**config.mk**
```make
export PLATFORM = sky130hd
export DESIGN_NAME = line_buffer_ctrl_flat
export DESIGN_NICKNAME = d
export VERILOG_FILES = /design/src/rtl/line_buffer_if.sv /design/src/rtl/line_buffer_ctrl.sv /design/src/flat_wrapper.sv
export SDC_FILE = /design/constraint.sdc
export NUM_CORES = 1
export LEC_CHECK = 0
export BUFFER_PORTS_ARGS = -buffer_cell sky130_fd_sc_hd__buf_4
export CORE_MARGIN = 2
export CORE_UTILIZATION = 30
export CTS_CLUSTER_SIZE = 10
export DETAILED_ROUTE_END_ITERATION = 8
export GPL_ROUTABILITY_DRIVEN = 0
export SLEW_MARGIN = 0
export SYNTH_ARGS = -nofsm -noshare
export SYNTH_HDL_FRONTEND = slang
export SYNTH_SLANG_ARGS = --single-unit
```
**constraint.sdc**
```tcl
create_clock -name clk -period 6.89 [get_ports clk]
set_input_delay 0.3445 -clock clk [delete_from_list [all_inputs] [get_ports clk]]
set_output_delay 0.3445 -clock clk [all_outputs]
set_load 0.02 [all_outputs]
```
**src/rtl/line_buffer_if.sv**
```systemverilog
// Pixel-stream bundle between a pixel source and line_buffer_ctrl.
// master : pixel source, drives data_en/data_in/sof, observes the sequencer outputs.
// slave  : line_buffer_ctrl, consumes the stream and drives the chain/window controls.
//   data_en, data_in[7:0], sof         : source -> sequencer
//   line_shift_en, pixel_out[7:0], col, row, win_valid, frame_done, frame_err, busy : sequencer -> consumers
interface line_buffer_if #(
  parameter int COL_W = 11,
  parameter int ROW_W = 10
);
  logic             data_en;
  logic [7:0]       data_in;
  logic             sof;
  logic             line_shift_en;
  logic [7:0]       pixel_out;
  logic [COL_W-1:0] col;
  logic [ROW_W-1:0] row;
  logic             win_valid;
  logic             frame_done;
  logic             frame_err;
  logic             busy;

  modport master (
    output data_en, data_in, sof,
    input  line_shift_en, pixel_out, col, row, win_valid, frame_done, frame_err, busy
  );

  modport slave (
    input  data_en, data_in, sof,
    output line_shift_en, pixel_out, col, row, win_valid, frame_done, frame_err, busy
  );
endinterface

```
**src/rtl/line_buffer_ctrl.sv**
```systemverilog
// Sequencer for the KERNEL-1 memory_line row buffers feeding a sliding-window
// convolution. Tracks column/row of the incoming pixel stream, drives the shared
// shift enable and registered pixel into the chain, flags complete windows, and
// reports frame completion and mid-frame start-of-frame errors.
// Ports:
//   clk : rising-edge clock
//   rst : synchronous active-high reset
//   lb  : line_buffer_if slave (stream in, chain/window controls out), 1-cycle latency
module line_buffer_ctrl #(
  parameter int IMG_W  = 1280,
  parameter int IMG_H  = 720,
  parameter int KERNEL = 3,
  parameter int COL_W  = 11,
  parameter int ROW_W  = 10
) (
  input  logic           clk,
  input  logic           rst,
  line_buffer_if.slave   lb
);

  typedef enum logic [1:0] {IDLE, FILL, RUN, DONE} state_t;

  localparam logic [COL_W-1:0] COL_LAST  = COL_W'(IMG_W - 1);
  localparam logic [ROW_W-1:0] ROW_LAST  = ROW_W'(IMG_H - 1);
  localparam logic [COL_W-1:0] WIN_COL   = COL_W'(KERNEL - 1);
  localparam logic [ROW_W-1:0] FILL_LAST = ROW_W'(KERNEL - 2);

  state_t           state_q, state_d;
  logic [COL_W-1:0] col_q, col_d, cur_col;
  logic [ROW_W-1:0] row_q, row_d, cur_row;
  logic             shift_q, shift_d;
  logic [7:0]       pix_q, pix_d;
  logic [COL_W-1:0] ocol_q, ocol_d;
  logic [ROW_W-1:0] orow_q, orow_d;
  logic             win_q, win_d;
  logic             done_q, done_d;
  logic             err_q, err_d;
  logic             busy_q, busy_d;
  logic             restart;

  always_comb begin
    state_d = state_q;
    col_d   = col_q;
    row_d   = row_q;
    shift_d = 1'b0;
    pix_d   = pix_q;
    ocol_d  = ocol_q;
    orow_d  = orow_q;
    win_d   = 1'b0;
    done_d  = 1'b0;
    err_d   = 1'b0;
    cur_col = col_q;
    cur_row = row_q;
    restart = 1'b0;

    if (state_q == DONE) begin
      // One dead cycle after the last pixel; anything arriving now is dropped.
      state_d = IDLE;
    end else if (lb.data_en) begin
      shift_d = 1'b1;
      pix_d   = lb.data_in;
      if (state_q == IDLE) begin
        cur_col = '0;
        cur_row = '0;
      end else if (lb.sof && (col_q != '0 || row_q != '0)) begin
        // Resync: this pixel becomes the new origin and takes priority over end-of-frame.
        cur_col = '0;
        cur_row = '0;
        err_d   = 1'b1;
        restart = 1'b1;
      end
      ocol_d = cur_col;
      orow_d = cur_row;

      if (state_q == RUN && !restart) begin
        win_d   = (cur_col >= WIN_COL);
        state_d = RUN;
        if (cur_col == COL_LAST && cur_row == ROW_LAST) begin
          done_d  = 1'b1;
          state_d = DONE;
        end
      end else begin
        // IDLE and restarts behave as FILL for this pixel.
        state_d = FILL;
        if (cur_col == COL_LAST && cur_row == FILL_LAST) state_d = RUN;
      end

      if (cur_col == COL_LAST) begin
        col_d = '0;
        row_d = (cur_row == ROW_LAST) ? '0 : cur_row + ROW_W'(1);
      end else begin
        col_d = cur_col + COL_W'(1);
        row_d = cur_row;
      end
    end

    busy_d = (state_d == FILL) || (state_d == RUN);
  end

  always_ff @(posedge clk) begin
    if (rst) begin
      state_q <= IDLE;
      col_q   <= '0;
      row_q   <= '0;
      shift_q <= 1'b0;
      pix_q   <= '0;
      ocol_q  <= '0;
      orow_q  <= '0;
      win_q   <= 1'b0;
      done_q  <= 1'b0;
      err_q   <= 1'b0;
      busy_q  <= 1'b0;
    end else begin
      state_q <= state_d;
      col_q   <= col_d;
      row_q   <= row_d;
      shift_q <= shift_d;
      pix_q   <= pix_d;
      ocol_q  <= ocol_d;
      orow_q  <= orow_d;
      win_q   <= win_d;
      done_q  <= done_d;
      err_q   <= err_d;
      busy_q  <= busy_d;
    end
  end

  assign lb.line_shift_en = shift_q;
  assign lb.pixel_out     = pix_q;
  assign lb.col           = ocol_q;
  assign lb.row           = orow_q;
  assign lb.win_valid     = win_q;
  assign lb.frame_done    = done_q;
  assign lb.frame_err     = err_q;
  assign lb.busy          = busy_q;

endmodule

```
**src/flat_wrapper.sv**
```systemverilog
// flat-port wrapper written by rule: the top's interface ports become plain ports
module line_buffer_ctrl_flat 
#(
  parameter int IMG_W  = 1280,
  parameter int IMG_H  = 720,
  parameter int KERNEL = 3,
  parameter int COL_W  = 11,
  parameter int ROW_W  = 10
)
  (clk, rst, lb_data_en, lb_data_in, lb_sof, lb_line_shift_en, lb_pixel_out, lb_col, lb_row, lb_win_valid, lb_frame_done, lb_frame_err, lb_busy);
  line_buffer_if #(.COL_W(COL_W), .ROW_W(ROW_W)) lb_i ();
  input  logic clk;
  input  logic rst;
  input wire logic [$bits(lb_i.data_en)-1:0] lb_data_en;
  input wire logic [$bits(lb_i.data_in)-1:0] lb_data_in;
  input wire logic [$bits(lb_i.sof)-1:0] lb_sof;
  output wire logic [$bits(lb_i.line_shift_en)-1:0] lb_line_shift_en;
  output wire logic [$bits(lb_i.pixel_out)-1:0] lb_pixel_out;
  output wire logic [$bits(lb_i.col)-1:0] lb_col;
  output wire logic [$bits(lb_i.row)-1:0] lb_row;
  output wire logic [$bits(lb_i.win_valid)-1:0] lb_win_valid;
  output wire logic [$bits(lb_i.frame_done)-1:0] lb_frame_done;
  output wire logic [$bits(lb_i.frame_err)-1:0] lb_frame_err;
  output wire logic [$bits(lb_i.busy)-1:0] lb_busy;
  assign lb_i.data_en = lb_data_en;
  assign lb_i.data_in = lb_data_in;
  assign lb_i.sof = lb_sof;
  assign lb_line_shift_en = lb_i.line_shift_en;
  assign lb_pixel_out = lb_i.pixel_out;
  assign lb_col = lb_i.col;
  assign lb_row = lb_i.row;
  assign lb_win_valid = lb_i.win_valid;
  assign lb_frame_done = lb_i.frame_done;
  assign lb_frame_err = lb_i.frame_err;
  assign lb_busy = lb_i.busy;
  line_buffer_ctrl #(.IMG_W(IMG_W), .IMG_H(IMG_H), .KERNEL(KERNEL), .COL_W(COL_W), .ROW_W(ROW_W)) u_core (.clk(clk), .rst(rst), .lb(lb_i));
endmodule
```
Word-level counts from Yosys, hierarchy flattened
Cells that the tools add are included.
{"block": "word_totals", "word_cells": 60, "input_bits": 12, "output_inout_bits": 34, "ff_bits": 57}
{"block": "op_classes", "add_sub_neg": 2, "bitwise_logic": 3, "n_mux": 22, "order_cmp": 1, "eq_ne": 7, "reduce_logical": 14}
{"op": "$mux W10", "count": 6}
{"op": "$mux W11", "count": 5}
{"op": "$add A11 B1 Y11 const B", "count": 1}
{"op": "$eq A11 B11 Y1 const B", "count": 1}
{"op": "$ge A11 B2 Y1 const B", "count": 1}
{"op": "$reduce_bool A11 Y1", "count": 1}
{"op": "$add A10 B1 Y10 const B", "count": 1}
{"op": "$eq A10 B1 Y1 const B", "count": 1}
{"op": "$eq A10 B10 Y1 const B", "count": 1}
{"op": "$reduce_bool A10 Y1", "count": 1}
{"op": "$mux W2", "count": 4}
{"op": "$mux W1", "count": 7}
{"op": "$eq A2 B2 Y1 const B", "count": 3}
{"op": "$logic_and A1 B1 Y1", "count": 4}
{"op": "$reduce_or A4 Y1", "count": 1}
{"op": "$not A1 Y1", "count": 3}
{"op": "$reduce_or A3 Y1", "count": 1}
{"op": "$eq A2 B1 Y1 const B", "count": 1}
{"op": "$logic_not A2 Y1", "count": 1}
{"op": "$logic_or A1 B1 Y1", "count": 2}
{"op": "$reduce_and A2 Y1", "count": 1}
{"op": "$reduce_or A2 Y1", "count": 1}
{"op": "$logic_not A1 Y1", "count": 1}

Depth between registers and ports, before layout
Gate-level depths: netlist of run 1.
{"block": "logic_depth", "depth_word": 15, "mapped_depth": 14, "ltp_nobuf": 10}

Worst setup path before layout of run 1
OpenSTA, ideal clock, no wires.
{"block": "synth_path", "kind": "reg-to-reg", "start": "register u_core.col_q[0]", "end": "register u_core.row_q[6]", "setup_slack_ns": 3.461, "n_path_buf": 2, "stages_incl_launch_ff": 13, "setup_ns": 0.074, "required_time_ns": 6.816, "arrival_time_ns": 3.355, "cell_sequence": "dfxtp_1 > or3_1 > nand2b_1 > o32ai_2 > buf_2 > buf_2 > and2_1 > ha_1 > o2111a_2 > nand4_1 > or4_1 > or4_1 > a31oi_1"}
{"block": "synth_via", "elab_chain_cells": 10}
{"element": "from (decl)", "line": "line_buffer_ctrl.sv:29", "text": "logic [COL_W-1:0] col_q, col_d, cur_col;"}
{"element": "from (signal assigned)", "line": "line_buffer_ctrl.sv:115", "text": "col_q <= col_d;"}
{"element": "$reduce_bool A11 Y1", "line": "line_buffer_ctrl.sv:65", "text": "end else if (lb.sof && (col_q != '0 || row_q != '0)) begin"}
{"element": "$logic_or A1 B1 Y1", "line": "line_buffer_ctrl.sv:65"}
{"element": "$logic_and A1 B1 Y1", "line": "line_buffer_ctrl.sv:65"}
{"element": "$mux W10", "line": "line_buffer_ctrl.sv:65"}
{"element": "$mux W10", "line": "line_buffer_ctrl.sv:62", "text": "if (state_q == IDLE) begin"}
{"element": "$mux W10", "line": "line_buffer_ctrl.sv:59", "text": "end else if (lb.data_en) begin"}
{"element": "$mux W10", "line": "line_buffer_ctrl.sv:56", "text": "if (state_q == DONE) begin"}
{"element": "$add A10 B1 Y10 or $eq A10 B10 Y1 (tied branches)", "line": "line_buffer_ctrl.sv:90", "text": "row_d = (cur_row == ROW_LAST) ? '0 : cur_row + ROW_W'(1);"}
{"element": "$mux W10", "line": "line_buffer_ctrl.sv:90"}
{"element": "$mux W10 *", "line": "line_buffer_ctrl.sv:88", "text": "if (cur_col == COL_LAST) begin"}
{"element": "to (signal assigned)", "line": "line_buffer_ctrl.sv:116", "text": "row_q <= row_d;"}
{"element": "to (decl)", "line": "line_buffer_ctrl.sv:30", "text": "logic [ROW_W-1:0] row_q, row_d, cur_row;"}
Every way passes the cells marked *; elsewhere a longest branch is shown, timed or not. The select of a mux whose other input is x is not followed.
A chain may end at the register's enable or synchronous reset.

Worst setup path in the final report of run 1
{"block": "layout_path", "start": "register u_core.col_q[2]", "end": "register u_core.row_q[6]"}
The elaborated chain is that of the path after synthesis.

==> results of run 1 <==
-- cell type report --
type / count / area (um2) / share of cell area [%]
clock buffers: 13 / 179 / 5.46
repair buffers: 48 / 360 / 11.0
well taps: 108 / 135 / 4.12
clock inverters: 2 / 35.0 / 1.07
flip-flops and latches: 57 / 1140 / 34.8
inverters: 8 / 30.0 / 0.916
multi-input cells: 253 / 1400 / 42.6
-- cells in the mapped netlist (2+ instances only) --
cell	number
a31oi_1	15
o2111ai_1	2
nor4_1	3
nor3_1	9
nor2b_1	2
a211oi_1	3
and2_1	3
nor2_1	13
nand4_1	13
o32ai_1	2
o21ai_0	2
dfxtp_1	57
o31a_1	2
and3_1	5
nand3_1	31
o211ai_1	3
a311oi_1	5
or4_1	5
nand2_1	73
clkbuf_1	20
ha_1	4
and4_1	3
buf_2	9
a21oi_1	38
or4b_1	2
inv_1	8
-- where the power goes --
part | total [uW] | switching, uW | internal, uW
sequential | 339 | 4.28 | 335
clock | 333 | 129 | 204
combinational | 67.0 | 46.1 | 20.8
total | 739 | 180 | 559
-- per-stage QoR --
step           setup slack (ns)  hold WS (ns)  util, %  std cells
6_report                   3.23         0.236     37.6        489
5_1_grt                    2.94         0.231     37.6        489
4_1_cts                    3.21         0.221     37.6        489
3_5_place_dp               3.23         0.448     35.1        474
3_3_place_gp               3.36         0.442     35.1        474
2_1_floorplan              3.46         0.441        -        348
-- state kept, by name, summed over array words and instances (netlist names) --
name / flops
u_core.lb.line_shift_en: 1
u_core.lb.win_valid: 1
u_core.lb.frame_err: 1
u_core.state_q: 2
u_core.row_q: 10
u_core.lb.col: 11
u_core.lb.frame_done: 1
u_core.col_q: 11
u_core.lb.pixel_out: 8
u_core.lb.busy: 1
u_core.lb.row: 10
-- path summary, 6_finish.rpt --
kind         depth (start not counted)  slack, ns                endpoint
max                                 10       3.23         u_core.row_q[6]
min                                  2       0.24       u_core.state_q[1]
max reg2reg                         10       3.23         u_core.row_q[6]
min reg2reg                          2       0.46  u_core.lb.pixel_out[7]
-- cell families (layout without fill, tap and decap cells) --
family | after synthesis | after routing | share of synthesized area (%)
compound gates | 82 | 82 | 19.5
fa+ha+maj | 4 | 4 | 1.86
flops | 57 | 57 | 42.5
mux | 1 | 1 | 0.419
buf+inv | 38 | 71 | 6.01
simple gates | 166 | 166 | 29.7
-- layer usage --
metal / global-route usage, % / vias up / share of wire, %
met5: 0 / - / 0
met1: 19.7 / 1236 / 46
li1: - / 1321 / -
met3: 3.69 / 11 / 5.0
met2: 22.6 / 64 / 48
met4: 6.11 / 0 / 1.5
==> metrics.txt, run 1 <==
total grt overflow=0; Mapped Area=0.00269 mm2; unrepaired setup endpoints after global routing=false; IO buf count=45; hold_buf cts=0; I/O pins=46; std cell rows=34; Worst Setup Path Type=reg2reg; number of DRC markers in iteration 0=163; layout cell share with drive strength beyond 1=18.1%; total wire length=6.82 mm; Final Max Slew Viols=0; CTS max path bufs=2; CP endpoint kind=register; Layout area overhead=22.1%; Worst setup SP type=register; Slew @ Worst Pin=0.837 ns; latest clock arrival within the worst-skew pair=0.34 ns; DRC=0; Final setup violation count=0; Seq cells post-synth=57; area leader, netlist=dfxtp_1; Area after DPL=0.00306 mm2; commonest register cell after synthesis=dfxtp_1; setup TNS=0 ns; Synth Warn #=0; ys async rst share=0%; post-DP HPWL=4.49 mm; crit-path max FO=12; Pwr per Cell Area=225 mW/mm2; vias in the first global route=2466; first-pass GRT wire length=11.8 mm; Core Region=0.00872 mm2; antenna violations before repair=0; clk slew on worst S/H paths=0.06 ns; max_cap viols=0; Root Buffer=clkbuf_8; CP peak stage delay=0.66 ns; Post-CTS Setup Bufs=0; Ant. Diodes=0; Final nets=393; H-tree Lvls=3; worst min path class=in2reg; fin crit share=53.2%; CP startpoint=u_core.col_q[2]; Clock Sinks=57; cell mode on critical path=or4_1; top-area cell type share of the netlist area=42.5%; HP Start=lb_data_en; register area share after synthesis=42.5%; Synth cell types=42; Setup Skew=0.00861 ns; Slowest-stage cell, CP=or4_1; worst r2r src=u_core.col_q[2]; WL per Instance=13.9 um; final hold vios=0; total power=739 uW; TritonCTS clock tree=built; drt pass-1 iters=4; Inserted Clock Buffers=9; Mapped Nets=364; Worst slew margin=43.7%; largest net degree at the start of global routing=53; Fillers=908; synth top area cells=dfxtp_1 (42%), nand2_1 (10%), a21oi_1 (7.1%), nand3_1 (5.8%), a31oi_1 (3.5%); status=complete, no violations; GRT Total Usage=14.7%; most common cell after layout, fill and taps aside=nand2_1; Die W=98.6 um; drt via density=5.38; Crit path buffers/inverters=0; Critical Path RT=7.16 ns; Achievable Freq=0.273 GHz; highest-count cells in the layout ignoring fill and taps=nand2_1 (73), dfxtp_1 (57), buf_4 (48), a21oi_1 (37), nand3_1 (31); Die Y=98.6 um; Max VDD drop=0.0918 mV; delay-heaviest family, CP=simple AND/OR/NAND/NOR gates; Tmin final=3.66 ns; Starting Density=30.8%; Antenna Nets Post-Route=0; leakage power=0.00119 uW; post-route cell area=0.00328 mm2; crit path DAT=3.93 ns; Post-synth EDFFs=0; routed via count=2632; cells after synthesis=348; syn_area_per_cell=7.72 um2; worst path cell trace=nor4_1 -> nand3_1 -> o32ai_4 -> and2_1 -> ha_1 -> o2111a_2 -> nand4_1 -> or4_1 -> or4_1 -> a31oi_1; DIE AREA=0.00972 mm2; PostCTS Resize Cnt=0
Power figures use the tool's default switching activity.
==> inputs of run 2 (changes only) <==
Clock period 6.89 ns to 3.75 ns, I/O delays scaled along.
==> metrics.txt, run 2 (synthesized netlist as in run 1, its figures left out) <==
DRC=0 (unchanged); Worst slew margin=21.9% (-22 points); drt pass-1 iters=4 (unchanged); Ant. Diodes=0 (unchanged); routed via count=2641 (+0.34%); crit path DAT=3.60 ns (-0.33 ns); Tmin final=3.33 ns (-0.335 ns); IO buf count=45 (unchanged); latest clock arrival within the worst-skew pair=0.35 ns (about the same); most common cell after layout, fill and taps aside=nand2_1; crit-path max FO=8 (-4); total wire length=6.77 mm (-0.63%); Final setup violation count=0 (unchanged); Antenna Nets Post-Route=0 (unchanged); I/O pins=46 (unchanged); Layout area overhead=23.2%; Critical Path RT=4.02 ns (-3.14 ns); footprint of the multi-input gates=0.00140 mm2 (unchanged); Reg area=0.00114 mm2 (unchanged); total power=1390 uW (+88%); Clock Sinks=57 (unchanged); first-pass GRT wire length=11.4 mm (-2.7%); Inserted Clock Buffers=9 (unchanged); Worst setup SP type=register; CP peak stage delay=0.57 ns (-0.09 ns); TritonCTS clock tree=built; Pwr per Cell Area=421 mW/mm2 (+87%); Final Max Slew Viols=0 (unchanged); leakage power=0.00120 uW (+1.4%); total grt overflow=0 (unchanged); Setup Skew=0.0136 ns (+0.00497 ns); vias in the first global route=2429 (-1.5%); unrepaired setup endpoints after global routing=false; Crit path buffers/inverters=0 (unchanged); setup TNS=0 ns (unchanged); GRT Total Usage=14.5% (-0.23 points); Max VDD drop=0.175 mV (+91%); largest net degree at the start of global routing=53 (unchanged); Slew @ Worst Pin=1.17 ns (+0.335 ns); delay-heaviest family, CP=simple AND/OR/NAND/NOR gates; Slowest-stage cell, CP=or4_1; Achievable Freq=0.300 GHz (+10%); post-DP HPWL=4.53 mm (+0.78%); Die W=98.6 um (unchanged); WL per Instance=13.7 um (-1.4%); max_cap viols=0 (unchanged); Post-CTS Setup Bufs=0 (unchanged); hold_buf cts=0 (unchanged); std cell rows=34 (unchanged); DIE AREA=0.00972 mm2 (unchanged); layout cell share with drive strength beyond 1=18.7% (+0.59 points); status=complete, no violations; worst min path class=in2reg; Starting Density=30.8% (unchanged); PostCTS Resize Cnt=0 (unchanged); CP endpoint kind=register; fin crit share=88.7% (+36 points); highest-count cells in the layout ignoring fill and taps=nand2_1 (73), dfxtp_1 (57), buf_4 (51), a21oi_1 (37), nand3_1 (31); Final nets=396 (+0.76%); antenna violations before repair=0 (unchanged); Fillers=904 (-0.44%); clk slew on worst S/H paths=0.07 ns (about the same); Die Y=98.6 um (unchanged); drt via density=5.36 (-0.47%); CTS max path bufs=2 (unchanged); number of DRC markers in iteration 0=165 (+1.2%); H-tree Lvls=3 (unchanged); Root Buffer=clkbuf_8; final hold vios=0 (unchanged); Core Region=0.00872 mm2 (unchanged); Worst Setup Path Type=reg2reg; worst path cell trace=or3_1 -> nand2b_1 -> o32ai_4 -> and2_1 -> ha_1 -> o2111a_2 -> nand4_1 -> or4_1 -> or4_1 -> a31oi_1; cell mode on critical path=or4_1
[run 2: power breakdown]
| group | internal (uW) | switching, uW | leakage [uW] | total [uW] |
|---|---|---|---|---|
| Clock | 391 | 256 | 0.000113 | 647 |
| Combinational | 39.2 | 83.9 | 0.000627 | 123 |
| Sequential | 615 | 7.84 | 0.000462 | 622 |
| Total | 1040 | 348 | 0.00120 | 1390 |
[run 2: final cells by class]
type                    count  share of cell area [%]
clock buffers              11                    4.28
clock inverters             5                    2.38
inverters                   8                   0.908
multi-input cells         253                    42.3
flip-flops and latches     57                    34.5
well taps                 108                    4.09
repair buffers             51                    11.6
[run 2: worst paths after layout]
path                            cells after the start  slack, ns                end             start
worst max-delay path                               10       0.42    u_core.row_q[5]   u_core.col_q[0]
worst min register to register                      2       0.45   u_core.lb.col[8]  u_core.lb.col[8]
worst max register to register                     10       0.42    u_core.row_q[5]   u_core.col_q[0]
worst min-delay path                                2       0.07  u_core.state_q[1]        lb_data_en
[run 2: stage by stage]
stage | worst slack (ns) | area, um2 | util (%) | std cells | hold slack, ns
after floorplan | 0.321 | 2690 | - | 348 | 0.284
after global placement | 0.540 | 3090 | 35.4 | 477 | 0.429
after detailed placement | 0.431 | 3090 | 35.4 | 477 | 0.432
after CTS | 0.422 | 3310 | 37.9 | 493 | 0.0575
after global routing | 0.175 | 3310 | 37.9 | 493 | 0.0670
final | 0.422 | 3310 | 37.9 | 493 | 0.0687
[run 2: metal layers]
layer | global-route usage [%] | wire length, um
met3 | 4.61 | 384
met5 | 0 | 0
met2 | 22.7 | 3120
met4 | 5.69 | 89
met1 | 18.6 | 3180
